===== config.mk =====
export PLATFORM = sky130hd
export DESIGN_NAME = alu_issue_ctrl
export DESIGN_NICKNAME = d
export VERILOG_FILES = /design/src/rtl/alu_pkg.sv /design/src/rtl/instr_fifo.sv /design/src/rtl/alu_issue_ctrl.sv
export SDC_FILE = /design/constraint.sdc
export NUM_CORES = 1
export LEC_CHECK = 0
export CAP_MARGIN = 20
export CORE_MARGIN = 4
export CORE_UTILIZATION = 42
export CTS_CLUSTER_DIAMETER = 40
export DETAILED_ROUTE_END_ITERATION = 10
export GPL_TIMING_DRIVEN = 0
export PLACE_DENSITY_LB_ADDON = 0.05
export SKIP_LAST_GASP = 1
export SLEW_MARGIN = 20
export SYNTH_ARGS = -nofsm -noshare
export SYNTH_HDL_FRONTEND = slang
export SYNTH_SLANG_ARGS = --single-unit

===== constraint.sdc =====
create_clock -name clk -period 3.1 [get_ports clk]
set_input_delay 0.775 -clock clk [delete_from_list [all_inputs] [get_ports clk]]
set_output_delay 0.775 -clock clk [all_outputs]
set_load 0.02 [all_outputs]

===== src/rtl/alu_pkg.sv =====
// Shared types for the ALU issue controller.
//   - Opcode constants NOOP..LERPY (0x00..0x0F); anything above LERPY is illegal.
//   - instr_t: packed 40-bit instruction {op, a1, a2, b1, b2}.
//   - issue_state_t: issue FSM states.
//   - is_legal_op(): true for opcodes 0x01..0x0F.
package alu_pkg;

  localparam logic [7:0] NOOP   = 8'h00;
  localparam logic [7:0] DOT2   = 8'h01;
  localparam logic [7:0] VADD2  = 8'h02;
  localparam logic [7:0] VSUB2  = 8'h03;
  localparam logic [7:0] VMUL2  = 8'h04;
  localparam logic [7:0] CROSS2 = 8'h05;
  localparam logic [7:0] MAG2   = 8'h06;
  localparam logic [7:0] SCALE2 = 8'h07;
  localparam logic [7:0] NEG2   = 8'h08;
  localparam logic [7:0] ABS2   = 8'h09;
  localparam logic [7:0] MIN2   = 8'h0A;
  localparam logic [7:0] MAX2   = 8'h0B;
  localparam logic [7:0] AVG2   = 8'h0C;
  localparam logic [7:0] SWAP2  = 8'h0D;
  localparam logic [7:0] LERPX  = 8'h0E;
  localparam logic [7:0] LERPY  = 8'h0F;

  typedef struct packed {
    logic [7:0] op;
    logic [7:0] a1;
    logic [7:0] a2;
    logic [7:0] b1;
    logic [7:0] b2;
  } instr_t;

  typedef enum logic [1:0] {
    IDLE,
    ISSUE,
    WAIT,
    SEND
  } issue_state_t;

  function automatic logic is_legal_op(input logic [7:0] op);
    return (op != NOOP) && (op <= LERPY);
  endfunction

endpackage


===== src/rtl/instr_fifo.sv =====
// Small synchronous FIFO holding instructions between RX and the issue FSM.
//   clk_i, rst_ni : clock, asynchronous active-low reset
//   push_i        : write din_i (ignored while full)
//   pop_i         : drop the head entry (ignored while empty)
//   din_i         : entry to write
//   dout_o        : current head entry, combinational from storage
//   full_o        : DEPTH entries held
//   empty_o       : no entries held
// DEPTH must be a power of two so the pointers wrap by natural overflow.
module instr_fifo
  import alu_pkg::*;
#(
  parameter int unsigned DEPTH = 2,
  parameter type         T     = instr_t
) (
  input  logic clk_i,
  input  logic rst_ni,
  input  logic push_i,
  input  logic pop_i,
  input  T     din_i,
  output T     dout_o,
  output logic full_o,
  output logic empty_o
);

  localparam int unsigned PtrW = (DEPTH > 1) ? $clog2(DEPTH) : 1;

  T                mem_q [DEPTH];
  logic [PtrW-1:0] wr_ptr_q, wr_ptr_d;
  logic [PtrW-1:0] rd_ptr_q, rd_ptr_d;
  logic [PtrW:0]   count_q, count_d;
  logic            push_en, pop_en;

  assign full_o  = (count_q == (PtrW + 1)'(DEPTH));
  assign empty_o = (count_q == '0);
  assign push_en = push_i && !full_o;
  assign pop_en  = pop_i && !empty_o;
  assign dout_o  = mem_q[rd_ptr_q];

  always_comb begin
    wr_ptr_d = wr_ptr_q;
    rd_ptr_d = rd_ptr_q;
    count_d  = count_q;
    if (push_en) wr_ptr_d = wr_ptr_q + PtrW'(1);
    if (pop_en)  rd_ptr_d = rd_ptr_q + PtrW'(1);
    if (push_en && !pop_en) begin
      count_d = count_q + (PtrW + 1)'(1);
    end else if (pop_en && !push_en) begin
      count_d = count_q - (PtrW + 1)'(1);
    end
  end

  always_ff @(posedge clk_i or negedge rst_ni) begin
    if (!rst_ni) begin
      wr_ptr_q <= '0;
      rd_ptr_q <= '0;
      count_q  <= '0;
    end else begin
      wr_ptr_q <= wr_ptr_d;
      rd_ptr_q <= rd_ptr_d;
      count_q  <= count_d;
    end
  end

  // Storage needs no reset: nothing is read until count_q says it was written.
  always_ff @(posedge clk_i) begin
    if (push_en) mem_q[wr_ptr_q] <= din_i;
  end

endmodule


===== src/rtl/alu_issue_ctrl.sv =====
// Issue controller between RX and the decode/ALU pair.
//   clk, rst_n               : clock, asynchronous active-low reset
//   rx_valid_in/rx_ready_out : instruction handshake from RX (ready = queue not full)
//   op_in,a1_in..b2_in       : instruction fields from RX
//   cmd_valid_out/cmd_ready_in, cmd_op..cmd_b2 : registered instruction to decode
//   res_valid_in, res_data_in: one-cycle ALU result strobe
//   tx_valid_out/tx_ready_in, tx_data_out, tx_err_out : registered result to TX
//   busy_out                 : queue non-empty or FSM not idle
// Illegal opcodes are dropped at the queue head. One instruction is in flight at a time;
// a missing result is turned into an error response after TIMEOUT cycles.
module alu_issue_ctrl
  import alu_pkg::*;
#(
  parameter int unsigned DEPTH   = 2,
  parameter int unsigned RES_W   = 18,
  parameter int unsigned TIMEOUT = 15
) (
  input  logic             clk,
  input  logic             rst_n,
  input  logic             rx_valid_in,
  output logic             rx_ready_out,
  input  logic [7:0]       op_in,
  input  logic [7:0]       a1_in,
  input  logic [7:0]       a2_in,
  input  logic [7:0]       b1_in,
  input  logic [7:0]       b2_in,
  output logic             cmd_valid_out,
  input  logic             cmd_ready_in,
  output logic [7:0]       cmd_op,
  output logic [7:0]       cmd_a1,
  output logic [7:0]       cmd_a2,
  output logic [7:0]       cmd_b1,
  output logic [7:0]       cmd_b2,
  input  logic             res_valid_in,
  input  logic [RES_W-1:0] res_data_in,
  output logic             tx_valid_out,
  input  logic             tx_ready_in,
  output logic [RES_W-1:0] tx_data_out,
  output logic             tx_err_out,
  output logic             busy_out
);

  localparam logic [7:0] TimeoutLast = 8'(TIMEOUT - 1);

  issue_state_t     state_q, state_d;
  instr_t           cmd_q, cmd_d;
  logic [7:0]       timer_q, timer_d;
  logic [RES_W-1:0] tx_data_q, tx_data_d;
  logic             tx_err_q, tx_err_d;

  instr_t rx_instr, head;
  logic   push, pop, fifo_full, fifo_empty;

  assign rx_instr = '{op: op_in, a1: a1_in, a2: a2_in, b1: b1_in, b2: b2_in};
  assign push     = rx_valid_in && rx_ready_out;

  instr_fifo #(
    .DEPTH(DEPTH),
    .T    (instr_t)
  ) u_instr_fifo (
    .clk_i  (clk),
    .rst_ni (rst_n),
    .push_i (push),
    .pop_i  (pop),
    .din_i  (rx_instr),
    .dout_o (head),
    .full_o (fifo_full),
    .empty_o(fifo_empty)
  );

  always_comb begin
    state_d   = state_q;
    cmd_d     = cmd_q;
    timer_d   = timer_q;
    tx_data_d = tx_data_q;
    tx_err_d  = tx_err_q;
    pop       = 1'b0;
    unique case (state_q)
      IDLE: begin
        if (!fifo_empty) begin
          // Illegal heads are popped without leaving IDLE.
          pop = 1'b1;
          if (is_legal_op(head.op)) begin
            cmd_d   = head;
            state_d = ISSUE;
          end
        end
      end
      ISSUE: begin
        if (cmd_ready_in) begin
          timer_d = '0;
          state_d = WAIT;
        end
      end
      WAIT: begin
        timer_d = timer_q + 8'd1;
        // A result arriving on the timeout cycle takes priority over the error.
        if (res_valid_in) begin
          tx_data_d = res_data_in;
          tx_err_d  = 1'b0;
          state_d   = SEND;
        end else if (timer_q == TimeoutLast) begin
          tx_data_d = '0;
          tx_err_d  = 1'b1;
          state_d   = SEND;
        end
      end
      SEND: begin
        if (tx_ready_in) state_d = IDLE;
      end
      default: state_d = IDLE;
    endcase
  end

  always_ff @(posedge clk or negedge rst_n) begin
    if (!rst_n) begin
      state_q   <= IDLE;
      cmd_q     <= '0;
      timer_q   <= '0;
      tx_data_q <= '0;
      tx_err_q  <= 1'b0;
    end else begin
      state_q   <= state_d;
      cmd_q     <= cmd_d;
      timer_q   <= timer_d;
      tx_data_q <= tx_data_d;
      tx_err_q  <= tx_err_d;
    end
  end

  assign rx_ready_out  = !fifo_full;
  assign cmd_valid_out = (state_q == ISSUE);
  assign cmd_op        = cmd_q.op;
  assign cmd_a1        = cmd_q.a1;
  assign cmd_a2        = cmd_q.a2;
  assign cmd_b1        = cmd_q.b1;
  assign cmd_b2        = cmd_q.b2;
  assign tx_valid_out  = (state_q == SEND);
  assign tx_data_out   = tx_data_q;
  assign tx_err_out    = tx_err_q;
  assign busy_out      = (state_q != IDLE) || !fifo_empty;

endmodule

# Word-level counts from Yosys, hierarchy flattened
# Memory sizes are Yosys's and may differ from the RTL's.
# Cells that the tools add are included.
[word_totals] wordCells=71 in_bits=64 mem_count=1 register_bits=73 output_inout_bits=63 mem_bits_rw=80
[memory_table] memory="u_instr_fifo.mem_q" depth=2 word_bits=40 rd=1 rd_clocked_by_memory_dff=0 wr=1 line="instr_fifo.sv:28" rtl="T mem_q [DEPTH];"
[classes] bitwise=1 magnitude_cmp=1 eq_ne=10 addsub=5 n_mux=19 reduce_logical=22
[op_table] op="$mux 18" count=2
[op_table] op="$mux 2" count=8
[op_table] op="$pmux 8 s2" count=1
[op_table] op="$add 8x1->8 const B" count=1
[op_table] op="$eq 8x4->1 const B" count=1
[op_table] op="$le 8x4->1 const B" count=1
[op_table] op="$mux 8" count=1
[op_table] op="$pmux 2 s4" count=1
[op_table] op="$reduce_bool 2->1" count=4
[op_table] op="$reduce_bool 8->1" count=1
[op_table] op="$eq 2x2->1 const B" count=3
[op_table] op="$logic_and 1x1->1" count=6
[op_table] op="$mux 1" count=6
[op_table] op="$reduce_and 5->1" count=1
[op_table] op="$logic_not 1->1" count=4
[op_table] op="$logic_not 2->1" count=2
[op_table] op="$ne 2x1->1 const B" count=2
[op_table] op="$ne 2x2->1 const B" count=2
[op_table] op="$reduce_and 2->1" count=2
[op_table] op="$ne 3x3->1 const B" count=1
[op_table] op="$reduce_and 3->1" count=1
[op_table] op="$add 1x1->1 const B" count=2
[op_table] op="$add 2x1->2 const B" count=1
[op_table] op="$eq 2x1->1 const B" count=1
[op_table] op="other kinds (3)" count=3

# Longest topological paths before layout
# Gate-level depths: netlist (run 1).
[logic_depth] word_depth=8 mapped_depth=7 mapped_depth_nobuf=7

# By module
# A second synthesis (run 1) with hierarchy kept.
[hier_totals] cells_unflattened=344 hier_area_um2=6088.3
[modules_own_cells] mod="instr_fifo" area_per_inst_um2=3286.9 seq_area_each_um2=2502.4 cells_per_inst=144 instances=1
[modules_own_cells] mod="alu_issue_ctrl" area_per_inst_um2=2801.4 seq_area_each_um2=1726.7 cells_per_inst=200 instances=1

# Least setup slack after synthesis (run 1)
# No wires, ideal clock.
[synth_timing] kind="input port to flip-flop" startpoint="in rx_valid_in" endpoint="mem u_instr_fifo.mem_q[0][0] (netlist name) (enable)" setup_time_ns=0.437 slack_ns=0.106 stages=2 required_ns=2.663 arrival_time_ns=2.557 path_buffers=0 cell_sequence="nand2_1 nor2_1"
[synth_between] elab_chain_cells=4
[synth_lines] element="start: declaration" line="alu_issue_ctrl.sv:20" rtl="input logic rx_valid_in,"
[synth_lines] element="$logic_and 1x1->1" line="alu_issue_ctrl.sv:55" rtl="assign push = rx_valid_in && rx_ready_out;"
[synth_lines] element="$logic_and 1x1->1" line="instr_fifo.sv:36" rtl="assign push_en = push_i && !full_o;"
[synth_lines] element="$mux 1" line="instr_fifo.sv:67" rtl="if (push_en) mem_q[wr_ptr_q] <= din_i;"
[synth_lines] element="$mux 1 (implied by the code)" line="instr_fifo.sv:67"
[synth_lines] element="end: declaration" line="instr_fifo.sv:28"
# No other way between the ends.

# Worst setup path in the final report (run 1)
[layout_timing] startpoint="reg state_q[0]" endpoint="out busy_out"
[layout_between] elab_chain_cells=2
[layout_lines] element="start: declaration" line="alu_issue_ctrl.sv:45" rtl="issue_state_t state_q, state_d;"
[layout_lines] element="start signal: assignment" line="alu_issue_ctrl.sv:123" rtl="state_q <= state_d;"
[layout_lines] element="$reduce_bool 2->1" line="alu_issue_ctrl.sv:141" rtl="assign busy_out = (state_q != IDLE) || !fifo_empty;"
[layout_lines] element="$logic_or 1x1->1" line="alu_issue_ctrl.sv:141"
[layout_lines] element="end: declaration" line="alu_issue_ctrl.sv:40" rtl="output logic busy_out"
# No other way between the ends.

==> results of run 1 <==
## registers in the layout, indices dropped and copies added, names as in the netlist
signal,flops
u_instr_fifo.mem_q,80
tx_data_out,18
cmd_a1,8
cmd_a2,8
cmd_b1,8
cmd_b2,8
cmd_op,8
timer_q,8
state_q,2
u_instr_fifo.count_q,2
tx_err_out,1
u_instr_fifo.rd_ptr_q,1
u_instr_fifo.wr_ptr_q,1
## logic make-up after synthesis
| logic type | after synthesis | synth area share (%) |
|---|---|---|
| flip-flops | 153 | 70.2 |
| adder cells (fa/ha/maj) | 7 | 1.45 |
| AO/OA/AOI/OAI | 43 | 5.63 |
| buffers and inverters | 21 | 1.83 |
| AND/OR/NAND/NOR | 40 | 3.91 |
| XOR/XNOR | 5 | 0.727 |
| multiplexers | 75 | 16.2 |
## worst max-delay path: cells and delay by family (launching register included)
family	cells	cell delay, ns
buffers and inverters	2	0.33
adders and majority gates	1	0.26
and+or+nand+nor	1	0.50
DFF	1	0.41
## metrics by stage
| step | std cells | util (%) | setup slack [ns] | hold WS, ns | area, µm² |
|---|---|---|---|---|---|
| after floorplan | 344 | - | 0.106 | 0.461 | 6020 |
| after global placement | 650 | 53.7 | -1.66 | 0.477 | 7510 |
| after detailed placement | 653 | 54.2 | 0.509 | 0.486 | 7580 |
| after CTS | 685 | 58.6 | 0.0384 | 0.335 | 8200 |
| after global routing | 685 | 58.7 | 0.292 | 0.357 | 8210 |
| final | 685 | 58.7 | 0.400 | 0.330 | 8210 |
## path summary, 6_finish.rpt
path / startpoint / endpoint
max: state_q[0] / busy_out
min reg2reg: cmd_op[7] / cmd_op[7]
max in group asynchronous: rst_n / cmd_a1[6]
min: rst_n / timer_q[1]
min in group clk: cmd_op[7] / cmd_op[7]
max reg2reg: state_q[0] / tx_data_out[10]
## power breakdown
group	total [µW]	internal, µW	switching, µW
logic	2800	1480	1320
clock network	2140	1320	818
registers	3100	2800	296
## per-layer routing
metal	GRT usage [%]	up-vias
met3	6.21	10
met5	0	-
met2	24.0	118
met1	19.8	1689
met4	5.18	0
li1	-	1591
## layout by cell type, fill, tap and decap left out, types with 3 or more instances in the layout
master	instances
clkbuf_1	7
edfxtp_1	80
inv_1	8
clkdlybuf4s50_1	124
clkinvlp_4	3
xnor2_1	3
nand2b_1	4
ha_1	7
dfrtp_1	73
nand2_1	11
nor2b_1	5
buf_6	4
a22o_1	19
o21ai_0	7
clkbuf_16	17
mux2_4	36
nor2_1	3
nor4_1	3
bufinv_16	3
a21oi_1	3
mux2_2	37
## layout make-up
type | count | area (µm²) | area share [%]
Sequential cell | 153 | 4230 | 51.5
Multi-Input combinational cell | 170 | 1690 | 20.6
Timing Repair Buffer | 129 | 1330 | 16.2
Clock buffer | 19 | 453 | 5.52
Tap cell | 180 | 225 | 2.74
Clock inverter | 13 | 168 | 2.04
Buffer | 13 | 80.1 | 0.976
Inverter | 8 | 30.0 | 0.366
==> flow_summary.toml, run 1 <==
[pwr]
power_uw = 8030
p_leak_uw = 0.00322
vdd_drop_max_mv = 0.527
p_per_area_nw_per_um2 = 978

[worst_setup_path]
critical_path_arrival_ns = 1.92
reg2reg_depth = 6
crit_fanout = 5
required_ns = 2.32
crit_slowest_cell = "or3b_2"
cp_cell_sequence = "inv_1 -> ha_1 -> or3b_2 -> dlymetal6s2s_1"
end_kind = "output port"
crit_type = "reg2out"
critPathLaunchType = "flop"
cpPeakStageDelay_ns = 0.50
rrSetupSlack_ns = 1.08

[logic_synthesis]
yosys_warnings = 0
ys_types = 44
synth-edff-count = 80
synth_area_leader_cell = "edfxtp_1"
syn-num-nets = 415
avgSynthCellArea_um2 = 17.5
synthTopCellsByArea = "edfxtp_1 (40%), dfrtp_1 (30%), mux2_4 (9.0%)"
yosysMostFrequentCell = "edfxtp_1"
yosys_register_bits = 153
post-synth-top-area-fraction_pct = 39.9
ys_async_sr_fraction_pct = 47.7
synthCells = 344
ys_seq_area_share_pct = 70.2
syn_area_um2 = 6020
synth_common_cells = "edfxtp_1 (80), dfrtp_1 (73), mux2_2 (37)"
synthFlopType = "edfxtp_1"

[clocking]
numCtsBuffers = 17
h-tree-depth = 4
insertion_delay_ns = 0.41
clockRootBuffer = "clkbuf_16"
cts_sinks = 153
clk_path_buf_depth = 2
cts_resized = 0
tritoncts = "done"
cts_setup_buffers = 0
holdBufCountCts = 0
cts.clk_slew.worst_paths_ns = 0.06

[floorplan]
num_io_pins = 127
initial_utilization_pct = 43.1
dieArea_um2 = 16300
die_h_um = 128
rows = 43
fp.dieW_um = 128
coreArea_um2 = 14000

[global_routing]
antenna_found_initial = 0
grt_pass1_wl_um = 19000
track_usage_pct = 15.4
grt_pass1_vias = 3600
grt_max_degree = 39
overflow = 0

[drt]
num_vias = 3408
wl_met1_um = 5220
drt-initial-drc-count = 135
viasPerCell = 4.98
met2_wirelength_um = 5780
wl_met3_um = 928
top_layer = "met4"
ant_nets = 0
wl_per_cell_um = 17.6
dr.pass1.iters = 4
drt-total-wl_um = 12100
drc = 0

[layout]
layout-drive-gt1-share_pct = 24.4
fill_cells = 1110
diodes = 0
fin_nets = 563
area_delta_synth_final_pct = 36.2

[sta]
worstMarginPinSlew_ns = 0.717
period_needed_ns = 2.70
finalHoldViolCount = 0
finClkSkew_ns = 0.00652
timing.setup.tns_ns = 0
min_period_over_period_pct = 87.1
maxSlewHeadroom_pct = 52.1
fmax_mhz = 370
rsz0062_at_grt = "no"
slew_viol_final = 0
final-setup-viol-count = 0

[job]
cap_viol_max_count = 0

[placed_design]
port_buffers = 126
place_congestion = 0.772
dp_hpwl_um = 8100

[outcome]
status = "finished clean"

[hold_path]
min_path_type = "in2async"
(Power assumes the default switching activity.)
==> run 2: changes to the inputs <==
--- a/config.mk
+++ b/config.mk
@@ -12,8 +12,10 @@
 export DETAILED_ROUTE_END_ITERATION = 10
 export GPL_TIMING_DRIVEN = 0
 export PLACE_DENSITY_LB_ADDON = 0.05
+export SETUP_SLACK_MARGIN = 0.4
 export SKIP_LAST_GASP = 1
 export SLEW_MARGIN = 20
 export SYNTH_ARGS = -nofsm -noshare
 export SYNTH_HDL_FRONTEND = slang
+export SYNTH_HIERARCHICAL = 1
 export SYNTH_SLANG_ARGS = --single-unit
==> run 2 against run 1 <==
Utilization is 0.62 points higher. Synthesized area grew 1.1%. Clock power is essentially flat. Clock-buffer cell count up 3. Highest routed layer unchanged. Synthesized cell count is the same. Worst hold slack improved by 0.040 ns. Total power rose by 2.5%. Sequential share of layout area decreased by 0.74 points. First-iteration DRC count shrank 19%.
==> flow_summary.toml, run 2 <==
[layout]
fin_nets = 567
final_area_um2 = 8330
most-common-layout-cells = "clkdlybuf4s50_1 (124), edfxtp_1 (80), dfrtp_1 (73)"
mostFrequentLayoutCell = "clkdlybuf4s50_1"
area_delta_synth_final_pct = 36.7
layout-drive-gt1-share_pct = 24.8
fill_cells = 1082
regMostFlops = "u_instr_fifo/mem_q"
stdcell_count = 688
diodes = 0
largest_reg_flops = 80

[logic_synthesis]
synth_area_leader_cell = "edfxtp_1"
yosys_register_bits = 153
syn_area_um2 = 6090
ys_seq_area_share_pct = 69.5
post-synth-top-area-fraction_pct = 39.5
yosysMostFrequentCell = "edfxtp_1"
synth-edff-count = 80
syn-num-nets = 416
synthCells = 344
synthTopCellsByArea = "edfxtp_1 (39%), dfrtp_1 (30%), mux2_4 (9.9%)"
synthFlopType = "edfxtp_1"
yosys_warnings = 6
ys_types = 36
ys_async_sr_fraction_pct = 47.7
synth_common_cells = "edfxtp_1 (80), dfrtp_1 (73), mux2_4 (40)"
avgSynthCellArea_um2 = 17.7

[placed_design]
place_congestion = 0.808
dp.cells = 654
port_buffers = 126
dpl_cell_area_um2 = 7680
post-place-ws_ns = 0.127
dp_hpwl_um = 7840

[global_routing]
antenna_found_initial = 0
grt_pass1_wl_um = 18600
grt_pass1_vias = 3686
grt_max_degree = 45
overflow = 0
track_usage_pct = 14.8

[clocking]
cts.clk_slew.worst_paths_ns = 0.06
numCtsBuffers = 17
insertion_delay_ns = 0.42
tritoncts = "done"
holdBufCountCts = 0
h-tree-depth = 4
cts_sinks = 153
clk_path_buf_depth = 2
clockRootBuffer = "clkbuf_16"

[sta]
period_needed_ns = 2.61
rsz0062_at_grt = "no"
slew_viol_final = 0
finalHoldViolCount = 0
fmax_mhz = 383
setup_ws_ns = 0.490
finClkSkew_ns = 0.00886
hold_slack_ns = 0.371
final-setup-viol-count = 0
worstMarginPinSlew_ns = 0.709
min_period_over_period_pct = 84.2
maxSlewHeadroom_pct = 52.4

[pwr]
clock_power_share_pct = 25.7
p_per_area_nw_per_um2 = 988
p_int_uw = 5770
sw_frac_of_total_pct = 29.8
vdd_drop_max_mv = 0.445
power_frac_seq_pct = 37.6
power_frac_comb_pct = 36.7
p_leak_uw = 0.00341
p_switching_uw = 2450
power_uw = 8230

[drt]
ant_nets = 0
num_vias = 3374
wl_per_cell_um = 17.1
drt-total-wl_um = 11800
viasPerCell = 4.90
drc = 0
drt-initial-drc-count = 109
dr.pass1.iters = 4

[floorplan]
dieArea_um2 = 16500
num_io_pins = 127
coreArea_um2 = 14000
rows = 43
fp.dieW_um = 128
die_h_um = 128
initial_utilization_pct = 43.4

[worst_setup_path]
crit_type = "reg2out"
rrSetupSlack_ns = 0.50
crit_fanout = 4
critical_path_arrival_ns = 1.84
critPathLaunchType = "flop"
required_ns = 2.32
end_kind = "output port"

[outcome]
status = "finished clean"

[job]
cap_viol_max_count = 0

[hold_path]
min_path_type = "in2async"
## run 2: changes by cell type after synthesis, moves of 3 or more
| cell | delta |
|---|---|
| nor2_1 | +5 |
| o21ai_0 | -5 |
| buf_12 | +4 |
| mux2_4 | +4 |
| buf_2 | +4 |
| xnor2_1 | +3 |
| buf_6 | -3 |
| nand2_1 | -4 |
| clkbuf_1 | -4 |
| nor3b_1 | +3 |
## run 2: kinds of logic (layout without fill, tap and decap cells)
group / count (synthesis) / after routing / share of synthesized area, %
simple gates: 39 / 39 / 3.39
compound gates: 33 / 33 / 4.40
xor+xnor: 8 / 8 / 1.15
fa+ha+maj: 8 / 8 / 1.64
buf+inv: 23 / 187 / 2.71
flops: 153 / 153 / 69.5
mux: 80 / 80 / 17.2
## run 2: path summary, 6_finish.rpt
kind                                        from               to  cells past startpoint
min in group clk                       cmd_b2[0]        cmd_b2[0]                      1
setup / recovery                      state_q[1]    cmd_valid_out                      3
hold / removal                             rst_n  tx_data_out[12]                      1
max in group asynchronous                  rst_n        cmd_a2[3]                      2
hold reg to reg                        cmd_b2[0]        cmd_b2[0]                      1
setup reg to reg           u_instr_fifo/rd_ptr_q        cmd_a2[3]                      9
## run 2: final cells by class
type                    instances  area, µm²  area share [%]
clock inverters                10        111            1.34
well taps                     180        225            2.71
flip-flops and latches        153       4230            50.8
inverters                      10       37.5           0.451
plain buffers                  13        135            1.62
repair buffers                132       1370            16.5
clock buffers                  22        508            6.10
multi-input cells             168       1710            20.5
## run 2: metal layers
| metal | GRT usage, % | up-vias | part of all wire [%] |
|---|---|---|---|
| li1 | - | 1581 | - |
| met5 | 0 | - | 0 |
| met2 | 23.8 | 106 | 48 |
| met1 | 18.3 | 1677 | 44 |
| met3 | 5.65 | 10 | 7.5 |
| met4 | 5.24 | 0 | 1.1 |
## run 2: critical path: stages, from the launching register on
cell and delay, ns:
dfrtp_1 0.42, inv_1 0.12, ha_1 0.26, clkdlybuf4s50_1 0.64
## run 2: stage by stage
step | TNS (ns) | util (%)
floorplan | 0 | -
global placement | -158.43 | 54.0
detailed placement | 0 | 54.7
CTS | 0 | 59.3
global route | 0 | 59.3
finish | 0 | 59.3
## run 2: power groups by stage
| stage | clock, µW | sequential, µW | combinational [µW] |
|---|---|---|---|
| after global placement | 0 | 3120 | 2930 |
| after detailed placement | 0 | 3130 | 3050 |
| final | 2110 | 3090 | 3020 |
| after global routing | 2260 | 3160 | 3240 |
| after floorplan | 0 | 3480 | 1480 |
| after CTS | 2160 | 3100 | 3080 |
## run 2: repair_timing
item	in CTS	in global routing
endpoints found under the setup margin	36	1
pin swaps	1	0
buffers inserted	2	0
gates resized for setup	4	1
==> run 3: changes to the inputs <==
==> constraint.sdc (replaced) <==
create_clock -name clk -period 2.15 [get_ports clk]
set_input_delay 0.5375 -clock clk [delete_from_list [all_inputs] [get_ports clk]]
set_output_delay 0.5375 -clock clk [all_outputs]
set_load 0.02 [all_outputs]
==> run 3 against run 2 <==
The flow now finishes with violations (setup timing). Worst hold slack worse by 0.27 ns. Clock skew is 0.010 ns higher. Via count is 3.9% higher. First-iteration DRC count is 2.8% higher. Total power is 46% higher. Sequential cell count stayed put. Cell area is 3.1% higher. Critical endpoint is now cmd_op[2]. Wire length is 7.2% higher. Sequential power is 44% higher. Global-route usage is 1.3 points higher. Critical path depth is 6 higher. Cell count is 3.6% higher.
==> flow_summary.toml, run 3 (synthesis results as in run 2) <==
[outcome]
status = "finished with violations"
violations = "setup timing"

[layout]
layout-drive-gt1-share_pct = 34.1
area_delta_synth_final_pct = 41.0
most-common-layout-cells = "edfxtp_1 (80), dfrtp_1 (69), clkdlybuf4s50_1 (62)"
fill_cells = 1089
regMostFlops = "u_instr_fifo/mem_q"
fin_nets = 592
mostFrequentLayoutCell = "edfxtp_1"
largest_reg_flops = 80
diodes = 0
final_area_um2 = 8590

[clocking]
h-tree-depth = 4
tritoncts = "done"
clockRootBuffer = "clkbuf_16"
holdBufCountCts = 0
cts_sinks = 153
insertion_delay_ns = 0.42
clk_path_buf_depth = 2
numCtsBuffers = 17
cts.clk_slew.worst_paths_ns = 0.06

[drt]
wl_per_cell_um = 17.7
viasPerCell = 4.92
drt-initial-drc-count = 112
drc = 0
num_vias = 3505
ant_nets = 0
drt-total-wl_um = 12600
dr.pass1.iters = 4

[worst_setup_path]
critPathLaunchType = "flop"
crit_fanout = 10
crit_cells = 9
end_kind = "flop"
reg2reg_depth = 9
rrSetupSlack_ns = -0.36
rr_endpoint = "cmd_op[2]"
crit_type = "reg2reg"
critical_path_arrival_ns = 2.81
worst-path-buf-inv = 4
crit_family = "multiplexers"
crit_slowest_cell = "dfrtp_1"
crit_top_cell = "buf_4"
cp_cell_sequence = "buf_6 -> buf_12 -> mux2_4 -> nor4_4 -> o41ai_4 -> nor3b_2 -> buf_4 -> buf_4 -> mux2_2"
cpPeakStageDelay_ns = 0.37
required_ns = 2.44
reg2reg_from = "u_instr_fifo/rd_ptr_q"

[pwr]
p_leak_uw = 0.00370
p_per_area_nw_per_um2 = 1400
power_uw = 12000
vdd_drop_max_mv = 0.769

[floorplan]
die_h_um = 128
num_io_pins = 127
initial_utilization_pct = 43.4
fp.dieW_um = 128
coreArea_um2 = 14000
rows = 43
dieArea_um2 = 16500

[job]
cap_viol_max_count = 0

[global_routing]
grt_pass1_vias = 3690
track_usage_pct = 16.1
grt_pass1_wl_um = 20100
overflow = 0
grt_max_degree = 40
antenna_found_initial = 0

[placed_design]
port_buffers = 126
dpl_cell_area_um2 = 7650
place_congestion = 0.797
post-place-ws_ns = -0.951
dp_hpwl_um = 7820

[sta]
worstMarginPinSlew_ns = 0.543
period_needed_ns = 2.51
setup_ws_ns = -0.363
maxSlewHeadroom_pct = 63.8
fmax_mhz = 398
finalHoldViolCount = 0
final-setup-viol-count = 42
min_period_over_period_pct = 117
rsz0062_at_grt = "yes"
slew_viol_final = 0
finClkSkew_ns = 0.0189

[hold_path]
min_path_type = "in2async"
==> run 3: stage by stage <==
| step | TNS (ns) | util [%] | cells | hold WS (ns) |
|---|---|---|---|---|
| floorplan | -6.66 | - | 344 | 0.242 |
| global placement | -244.58 | 54.2 | 650 | 0.468 |
| finish | -12.60 | 61.1 | 713 | 0.0985 |
| CTS | -10.19 | 60.3 | 705 | 0.111 |
| detailed placement | -56.52 | 54.5 | 652 | 0.485 |
| global route | -16.71 | 61.1 | 713 | 0.134 |
==> run 3: final cells by class <==
cell class,count,area (µm²),area share (%)
Sequential cell,153,4230,49.3
Multi-Input combinational cell,170,1910,22.2
Timing Repair Buffer,155,1450,16.9
Clock buffer,23,458,5.33
Tap cell,180,225,2.62
Buffer,13,164,1.91
Clock inverter,9,101,1.18
Inverter,10,42.5,0.495
==> run 3: where the power goes <==
group / internal, µW / switching (µW)
clock network: 1730 / 1090
registers: 4050 / 393
logic: 2470 / 2290
==> run 3: worst max path at each step <==
stage / from / end
detailed placement: u_instr_fifo/rd_ptr_q / cmd_b1[3]
global placement: rst_n / cmd_b1[3]
CTS: u_instr_fifo/rd_ptr_q / cmd_b1[4]
floorplan: u_instr_fifo/rd_ptr_q / cmd_b1[0]
finish: u_instr_fifo/rd_ptr_q / cmd_op[2]
global route: u_instr_fifo/rd_ptr_q / cmd_a1[5]
==> run 3: what timing repair did <==
item / 4_1_cts / 5_1_grt
gates cloned: 3 / 0
pin swaps: 7 / 7
setup endpoints to repair: 213 / 68
buffers inserted: 18 / 8
gates resized for setup: 118 / 20
==> run 3: routing by layer <==
layer / global-route usage (%) / wire, µm / up-vias
li1: - / - / 1636
met1: 19.3 / 5230 / 1757
met2: 26.8 / 6380 / 101
met3: 5.94 / 837 / 11
met4: 5.56 / 153 / 0
met5: 0 / 0 / -
